File: config.mk
export PLATFORM = sky130hd
export DESIGN_NAME = div_unit
export DESIGN_NICKNAME = d
export VERILOG_FILES = /design/src/rtl/div_unit.sv
export SDC_FILE = /design/constraint.sdc
export NUM_CORES = 1
export LEC_CHECK = 0
export ABC_AREA = 1
export CORE_AREA = 2 2 146 205
export DETAILED_ROUTE_END_ITERATION = 8
export DIE_AREA = 0 0 148 207
export GPL_ROUTABILITY_DRIVEN = 0
export GPL_TIMING_DRIVEN = 0
export PLACE_DENSITY_LB_ADDON = 0.2
export REMOVE_ABC_BUFFERS = 1
export SYNTH_ARGS = -nofsm -noshare
export SYNTH_HDL_FRONTEND = slang
export SYNTH_SLANG_ARGS = --single-unit
File: constraint.sdc
create_clock -name clk -period 5 [get_ports clk]
set_input_delay 0.5 -clock clk [delete_from_list [all_inputs] [get_ports clk]]
set_output_delay 0.5 -clock clk [all_outputs]
set_load 0.01 [all_outputs]
File: src/rtl/div_unit.sv
// Iterative restoring divider for RISC-V M: DIV, DIVU, REM and REMU on WIDTH-bit operands.
// Latency: 33 cycles from an accepted start to the done pulse; divide-by-zero and signed overflow take 1 cycle.
// Backpressure: busy holds the EX stage; start is sampled only in IDLE and ignored while busy.
module div_unit #(
   parameter int WIDTH = 32
) (
   input  logic             clk,
   input  logic             rst,
   input  logic             start,
   input  logic [WIDTH-1:0] op1,
   input  logic [WIDTH-1:0] op2,
   input  logic [1:0]       div_op,
   output logic             busy,
   output logic             done,
   output logic [WIDTH-1:0] result
);

   typedef enum logic [1:0] {IDLE, CALC, FINISH} state_t;

   localparam int              CW    = $clog2(WIDTH);
   localparam logic [CW-1:0]   LAST  = CW'(WIDTH - 1);
   localparam logic [WIDTH-1:0] ONE  = WIDTH'(1);
   localparam logic [WIDTH-1:0] MIN_V = {1'b1, {(WIDTH-1){1'b0}}};

   state_t           state;
   logic [CW-1:0]    cnt;
   // dvd starts as |dividend| and collects quotient bits from the right as it shifts out
   logic [WIDTH-1:0] dvd_q;
   logic [WIDTH-1:0] dvs_q;
   logic [WIDTH-1:0] rem_q;
   logic             qneg_q;
   logic             rneg_q;
   logic             rem_sel_q;

   logic             signed_op;
   logic             ovf;
   logic [WIDTH-1:0] abs1;
   logic [WIDTH-1:0] abs2;
   logic [WIDTH:0]   rem_sh;
   logic [WIDTH:0]   sub;
   logic             ge;
   logic [WIDTH-1:0] rem_nx;
   logic [WIDTH-1:0] quo_fix;
   logic [WIDTH-1:0] rem_fix;
   logic [WIDTH-1:0] res_nx;

   // Operand conditioning at start: magnitudes and the signed-overflow special case.
   // Negating MIN_V yields MIN_V, which read as unsigned is exactly 2^(WIDTH-1).
   always_comb begin
      signed_op = ~div_op[0];
      abs1      = (signed_op && op1[WIDTH-1]) ? (~op1 + ONE) : op1;
      abs2      = (signed_op && op2[WIDTH-1]) ? (~op2 + ONE) : op2;
      ovf       = signed_op && (op1 == MIN_V) && (op2 == '1);
   end

   // One restoring step: shift in next dividend bit, subtract divisor when it fits.
   always_comb begin
      rem_sh = {rem_q, dvd_q[WIDTH-1]};
      sub    = rem_sh - {1'b0, dvs_q};
      ge     = (rem_sh >= {1'b0, dvs_q});
      rem_nx = ge ? sub[WIDTH-1:0] : rem_sh[WIDTH-1:0];
   end

   // Final sign correction and quotient/remainder selection.
   always_comb begin
      quo_fix = qneg_q ? (~dvd_q + ONE) : dvd_q;
      rem_fix = rneg_q ? (~rem_q + ONE) : rem_q;
      res_nx  = rem_sel_q ? rem_fix : quo_fix;
   end

   // Control FSM and datapath registers; every output is registered here.
   always_ff @(posedge clk or posedge rst) begin
      if (rst) begin
         state     <= IDLE;
         busy      <= 1'b0;
         done      <= 1'b0;
         result    <= '0;
         cnt       <= '0;
         dvd_q     <= '0;
         dvs_q     <= '0;
         rem_q     <= '0;
         qneg_q    <= 1'b0;
         rneg_q    <= 1'b0;
         rem_sel_q <= 1'b0;
      end else begin
         done <= 1'b0;
         case (state)
            IDLE: begin
               if (start) begin
                  busy      <= 1'b1;
                  rem_sel_q <= div_op[1];
                  cnt       <= '0;
                  dvs_q     <= abs2;
                  if (op2 == '0) begin
                     // Divide by zero: quotient all ones, remainder is the dividend
                     dvd_q  <= '1;
                     rem_q  <= op1;
                     qneg_q <= 1'b0;
                     rneg_q <= 1'b0;
                     state  <= FINISH;
                  end else if (ovf) begin
                     // MIN / -1: quotient wraps to MIN, remainder is zero
                     dvd_q  <= MIN_V;
                     rem_q  <= '0;
                     qneg_q <= 1'b0;
                     rneg_q <= 1'b0;
                     state  <= FINISH;
                  end else begin
                     dvd_q  <= abs1;
                     rem_q  <= '0;
                     qneg_q <= signed_op & (op1[WIDTH-1] ^ op2[WIDTH-1]);
                     rneg_q <= signed_op & op1[WIDTH-1];
                     state  <= CALC;
                  end
               end
            end
            CALC: begin
               dvd_q <= {dvd_q[WIDTH-2:0], ge};
               rem_q <= rem_nx;
               cnt   <= cnt + CW'(1);
               if (cnt == LAST) begin
                  state <= FINISH;
               end
            end
            FINISH: begin
               result <= res_nx;
               done   <= 1'b1;
               busy   <= 1'b0;
               state  <= IDLE;
            end
            default: begin
               state <= IDLE;
            end
         endcase
      end
   end

endmodule

==> metrics.cfg <==
[logic_synthesis]
ys_seq_area_share_pct=27.3
ys.flop_type=dfrtp_1
async_flop_share_pct=100
synth-seq-cells=140
synth_edf_count=0
yosys.cell_types.count=48
ys_warn_count=0
netlist_instances=2081
avgSynthCellArea_um2=6.16
syn-cell-area_um2=12800

[global_route]
antenna_found_initial=0
grt_max_degree=77
grt_pass1_wl_um=66000
groute.usage.overall_pct=27.4
grt_pass1_vias=12798
grt_overflow=0

[sta]
relSlewSlack_pct=17.0
min_period_ns=4.22
hold_viol_final=0
finalCritPeriodShare_pct=84.4
rsz0062_at_grt=no
fin_ws_ns=0.780
timing.final.max_slew_violations=0
clock.fmax_mhz=237
worst_pin_slew_ns=1.24
finalClockSkew_ns=0.00718
finalSetupViolations=0

[floorplanning]
initial_utilization_pct=44.4
placementRows=74
dieArea_um2=30600
io_pins=103
die_h_um=207
core_area_um2=28900
die_width_um=148

[critical_path]
cp_data_arrival_time_ns=4.59
end_kind=flip-flop
setup.worst_path.class=flip-flop to flip-flop
required_ns=5.37
critPathLaunchType=flip-flop
path_max_fanout=61

[placed_design]
dp_slack_ns=0.444
placed_cells=2498
dp_hpwl_um=32800
port_buffers=102

[clock_network]
root_buffer=clkbuf_16
clock_sinks=140
postCtsSetupRepairBufs=0
ctsLongestPathBuffers=2
cts_max_level=4
cts_tree=yes
numCtsBuffers=17
cts.clk_slew.worst_paths_ns=0.06
postCtsHoldBufs=0
cts_resized=0
clock_latency_ns=0.45

[layout]
final_cells=2528
area_delta_synth_final_pct=14.0
final_common_cell=nand2_1
layout.nets=2246
insertedDiodeCount=0
fill_cells=3043
drive_gt1_share_pct=4.61
mostFrequentLayoutCells=560 x nand2_1, 298 x inv_1, 228 x nor2_1, 197 x nand3_1, 139 x dfrtp_1

[detailed_routing]
remaining_drc_errors=0
postRouteAntennaNets=0
num_vias=13542
wl_per_cell_um=16.6
vias_per_cell=5.36
wl_um=41800
drt_iter0_drc=997
drt_first_pass_iters=7

[power_and_ir_drop]
leakage_nw=7.07
powerDensity_nw_per_um2=740
ir_worst_vdd_uv=333

[job]
maxCapViolations=0

[run_status]
status=finished, final reports clean

[worst_hold_path]
hold_path.class=flip-flop to flip-flop

[sequential cells by signal, indices dropped and copies added, names as in the netlist]
register and cells:
dvd_q 32, dvs_q 32, rem_q 32, result 32, cnt 5, state 2, busy 1, done 1
qneg_q 1, rem_sel_q 1, rneg_q 1
[worst max-delay path, stage by stage (launching register included)]
cell	delay, ns
dfrtp_1	0.40
inv_1	0.11
nand3_2	0.25
buf_12	0.24
inv_2	0.35
nor2_4	0.93
inv_2	0.78
nand2_4	0.56
o21ai_0	0.19
a21oi_1	0.22
[logic make-up after synthesis]
family / count (synthesis) / synth area share (%)
flip-flops: 140 / 27.3
AND/OR/NAND/NOR: 1126 / 38.4
buffers and inverters: 378 / 11.9
adder cells (fa/ha/maj): 40 / 3.96
XOR/XNOR: 58 / 3.96
AO/OA/AOI/OAI: 339 / 14.5
[final cells by class]
type,count,area [µm²],area share [%]
flip-flops and latches,140,3500,24.0
well taps,380,475,3.25
inverters,309,1160,7.97
repair buffers,106,1110,7.59
clock inverters,7,67.6,0.462
multi-input cells,1563,7820,53.5
clock buffers,23,468,3.20
[through the flow]
stage	instance area [µm²]	TNS [ns]	total power, mW	hold WS [ns]	util [%]
after detailed placement	14100	0	9.52	0.466	48.7
after CTS	14600	0	10.8	0.480	50.6
after global placement	14000	-330.94	9.34	0.458	48.3
after floorplan	12500	0	7.36	0.453	-
after global routing	14600	0	11.9	0.502	50.6
final	14600	0	10.8	0.470	50.6
[worst paths after layout]
kind                            startpoint         to  slack (ns)  cells past startpoint
worst max register to register    state[1]  rem_q[15]        0.78                      9
worst max-delay path              state[1]  rem_q[15]        0.78                      9
max in group asynchronous              rst  dvs_q[30]        3.65                      3
worst min-delay path                  busy       busy        0.47                      2
worst min register to register        busy       busy        0.47                      2
min in group asynchronous              rst       done        0.49                      2
[report_power, final]
group / internal, mW / switching (mW)
clock network: 0.700 / 0.502
logic: 2.58 / 4.68
registers: 1.72 / 0.627
[synthesized netlist by cell type, types with 26 or more instances]
| cell type | instances | area [µm²] |
|---|---|---|
| o21ai_0 | 137 | 686 |
| inv_1 | 299 | 1120 |
| ha_1 | 39 | 488 |
| a21oi_1 | 107 | 536 |
| nand4_1 | 28 | 175 |
| nand3_1 | 198 | 991 |
| clkbuf_1 | 41 | 154 |
| dfrtp_1 | 140 | 3500 |
| nand2_1 | 560 | 2100 |
| o21ai_1 | 26 | 130 |
| xor2_1 | 38 | 333 |
| nor2_1 | 231 | 867 |
[routing by layer]
metal  part of all wire, %  GRT usage [%]  vias up  routed length (µm)
met4                   5.8           16.4        0                2440
met1                    40           32.4     6153               16700
met2                    49           47.2      433               20600
met5                     0              0        -                   0
li1                      -              -     6841                   -
met3                   4.8           3.37      115                2020
No activity file was read; power rests on OpenSTA's default activity.
==> edit 1: new RTL, same flow settings <==
Encoding of `state_t`: now one-hot (3 bits for 3 states).
--- a/src/rtl/div_unit.sv
+++ b/src/rtl/div_unit.sv
@@ -15,7 +15,7 @@
    output logic [WIDTH-1:0] result
 );
 
-   typedef enum logic [1:0] {IDLE, CALC, FINISH} state_t;
+   typedef enum logic [2:0] {IDLE = 3'b001, CALC = 3'b010, FINISH = 3'b100} state_t;
 
    localparam int              CW    = $clog2(WIDTH);
    localparam logic [CW-1:0]   LAST  = CW'(WIDTH - 1);
Behaviour: no difference found for any inputs over 4 cycles, from zero or initial values and one cycle with rst high; so few cycles prove little.
==> edit 1 against the original RTL <==
Setup slack lost 0.34 ns. Cell area shrank 0.47%. Clock skew is essentially flat. Total power shrank 7.6%. Critical path depth grew 2. Hold slack gained 0.0018 ns. Sequential cell count grew 1. Via count grew 0.51%. Wire length grew 0.24%. Synthesized area shrank 1.7%. Largest cell class unchanged. Largest power group unchanged. Highest routed layer unchanged.
==> edit 1: results (changes against the original RTL) <==
[worst_setup_path]
worstRegToRegCells = 11  ; +2
r2r-start = state[0]$_DFFE_PP1P_
arrival_ns = 4.91  ; +0.32 ns
cp_max_fo = 76  ; +25%
rr_endpoint = dvd_q[29]$_DFFE_PP0P_
cp_top_family = buffers and inverters

[detailed_routing]
post_drt_wl_per_cell_microns = 16.6  ; +0.28%
dr_wl_met2_mm = 20.8  ; +0.56%
dr.pass1.iters = 6  ; -1

[final_layout]
buffer_area_frac = 0.0771  ; +0.00122
multi_input_area_sq_um = 7650  ; -2.1%
fill_cells = 3038  ; -0.16%
num-multi-input-gates = 1565  ; +0.13%
clk_share = 0.0427  ; +0.00602
register_area_sq_um = 3530  ; +0.75%
clkbuf_count = 17  ; -26%

[synth]
ys_types = 46  ; -4.2%
synth_compound_gate_area_share = 0.141  ; -0.00369
synthAdderAreaFrac = 0.0403  ; +0.000705
ys_ff_latch = 141  ; +0.71%
ys_seq_area_frac = 0.280  ; +0.00695
synth_commonest_cells = nand2_1 (596), inv_1 (296), nand3_1 (231)

[outcome]
status = complete, no violations

[grt]
grtUsageTotal = 0.279  ; +0.00441
met2_usage = 0.487  ; +0.0147

[sta]
fin_ws_ns = 0.442  ; -0.338 ns
slew_headroom = 0.226  ; +0.0554

[power]
ir_worst_vdd_mv = 0.230  ; -31%

[place]
place.detailed.hpwl_mm = 32.5  ; -1.1%

## edit 1: timing repair
| action | 4_1_cts | 5_1_grt |
|---|---|---|
| endpoints found under the setup margin | 0 | 45 |
| gates resized for setup | 0 | 3 |
| hold buffers | 0 | 0 |
| setup buffers | 0 | 0 |
## edit 1: power breakdown
part           internal [uW]  switching [uW]
combinational           2250            4150
sequential              1650             572
clock                    832             544
total                   4730            5260
## edit 1: metrics by stage
step,instances,hold WS (ns),util
final,2527,0.472,0.503
after global routing,2527,0.499,0.503
after CTS,2527,0.476,0.503
after detailed placement,2495,0.461,0.482
after global placement,2489,0.453,0.477
after floorplan,2007,0.442,-
## edit 1: kinds of logic after synthesis
family / after synthesis
buffers and inverters: 370
and+or+nand+nor: 1154
adders and majority gates: 40
AOI/OAI and AO/OA: 320
DFF: 141
xor gates and xnor gates: 51
## edit 1: tightest hold or removal path, delay by kind of cell (launching register included)
kind | cells | cell delay (ns)
flops | 1 | 0.34
simple gates | 2 | 0.10
==> edit 2: new RTL, same flow settings <==
Without the edit above. Change the parameter `WIDTH` from 32 to 16.
--- a/src/rtl/div_unit.sv
+++ b/src/rtl/div_unit.sv
@@ -2,7 +2,7 @@
 // Latency: 33 cycles from an accepted start to the done pulse; divide-by-zero and signed overflow take 1 cycle.
 // Backpressure: busy holds the EX stage; start is sampled only in IDLE and ignored while busy.
 module div_unit #(
-   parameter int WIDTH = 32
+   parameter int WIDTH = 16
 ) (
    input  logic             clk,
    input  logic             rst,
Ports: changed (resized op1, op2 and result); port bits go from 103 to 55. No check against the original RTL was run, so the function may have changed too.
==> edit 2 against the original RTL <==
Critical endpoint is now rem_q[13]$_DFFE_PP0P_. Via count is 54% lower. Clock skew is 0.0039 ns higher. Setup slack better by 1.0 ns. Synthesized cell count is 54% lower. Largest cell class unchanged. Wire length is 47% lower. Utilization is 24 points lower. Cell area is 48% lower. Synthesized area is 50% lower. Sequential share of layout area is 0.71 points higher. Non-clock buffer count is 50 lower. Total power is 49% lower. Critical path type is now in2reg. Sequential cell count is 65 lower. Sequential power is 46% lower. Critical path depth stayed put.
==> edit 2: results (changes against the original RTL) <==
[synth]
avgSynthCellArea_sq_um = 6.58  ; +6.8%
synthArstFlopShare = 1.00  ; unchanged
synthAdderAreaFrac = 0.0464  ; +0.00681
synth_compound_gate_area_share = 0.153  ; +0.00891
ys_seq_area_frac = 0.295  ; +0.0218
synth.area.top_cells = dfrtp_1 (30%), nand2_1 (15%), inv_1 (8.0%)
synth_commonest_cells = nand2_1 (250), inv_1 (135), nand3_1 (88)
ys_warn_count = 0  ; unchanged
synth_xor_xnor_area_share = 0.0441  ; +0.00444

[sta]
worstMarginPinSlew_ns = 0.931  ; -0.313 ns
skew_ns = 0.0111  ; +0.00394 ns

[detailed_routing]
met1_length_mm = 9.33  ; -44%
wl_met3_microns = 449  ; -78%
drt-vias-per-instance = 4.50  ; -16%
drt-total-wl_mm = 22.1  ; -47%
drt_iter0_markers = 304  ; -70%
dr_wl_met2_mm = 11.7  ; -43%
dr.pass1.iters = 5  ; -2
post_drt_wl_per_cell_microns = 15.9  ; -4.1%

[worst_setup_path]
crit_path_top_delay_cell = nor2_4
arrival_ns = 3.47  ; -1.12 ns
cp_max_fo = 33  ; -46%
cpPeakStageDelay_ns = 0.68  ; -0.25 ns

[place]
placed_cell_area_sq_um = 7270  ; -48%
place.detailed.hpwl_mm = 17.9  ; -45%
pre_cts_slack_ns = 1.46  ; +1.02 ns
portBuffers = 54  ; -47%
place_inst = 1376  ; -45%

[power]
p_leak_uw = 0.00356  ; -50%
ir_worst_vdd_mv = 0.229  ; -31%

[outcome]
status = complete, no violations

[grt]
antenna_found_initial = 0  ; unchanged
groute.layer.met3.usage = 0.0187  ; -0.0150
grtUsageTotal = 0.148  ; -0.126
met2_usage = 0.275  ; -0.197
grt_max_degree = 40  ; -48%
grt_use_met1 = 0.171  ; -0.153
grt_pass1_wl_mm = 35.1  ; -47%

[final_layout]
num-nets-final = 1067  ; -52%
drive_gt1_frac = 0.0652  ; +0.0191

[clock_network]
insertion_delay_ns = 0.36  ; -0.09 ns
cts_buffers = 9  ; -8
h-tree-depth = 3  ; -1
clockBufferDepth = 2  ; unchanged

==> edit 2: cell types whose count changed in the layout (fill, tap and decap cells not counted), moves of 14 or more <==
cell and change:
o21ai_0 -66, nor3_1 -15, o21ai_1 -17, nand3_1 -109, nor2_1 -142, a21oi_1 -65
inv_1 -164, nand2_1 -310, ha_1 -17, xor2_1 -14, clkdlybuf4s50_1 -48, dfrtp_1 -64
==> edit 2: where the power goes <==
| group | leakage [uW] | internal, uW | switching [uW] |
|---|---|---|---|
| clock network | 0.000160 | 457 | 299 |
| registers | 0.000896 | 916 | 354 |
| logic | 0.00250 | 1270 | 2260 |
==> edit 2: final cells by class <==
cell class                 count  area [sq um]
clock buffer                  10           239
clock inverter                 6          93.8
fill                        3282         21300
inverter                     144           543
multi-input combinational    721          3780
sequential                    75          1880
tap                          380           475
timing repair buffer          56           588
==> edit 2: kinds of logic after synthesis <==
group,count (synthesis)
AND/OR/NAND/NOR,495
AO/OA/AOI/OAI,171
buffers and inverters,171
flip-flops,75
XOR/XNOR,32
adder cells (fa/ha/maj),23
==> edit 2: worst paths after layout <==
kind	startpoint	end	slack, ns	cells after the start
worst max register to register	state[1]$_DFFE_PP0P_	rem_q[13]$_DFFE_PP0P_	1.94	9
max in group asynchronous	rst	dvs_q[7]$_DFFE_PP0P_	3.85	3
worst max-delay path	start	rem_q[13]$_DFFE_PP0P_	1.82	9
min in group asynchronous	rst	done$_DFF_PP0_	0.54	2
worst min-delay path	dvs_q[12]$_DFFE_PP0P_	dvs_q[12]$_DFFE_PP0P_	0.48	2
worst min register to register	dvs_q[12]$_DFFE_PP0P_	dvs_q[12]$_DFFE_PP0P_	0.48	2
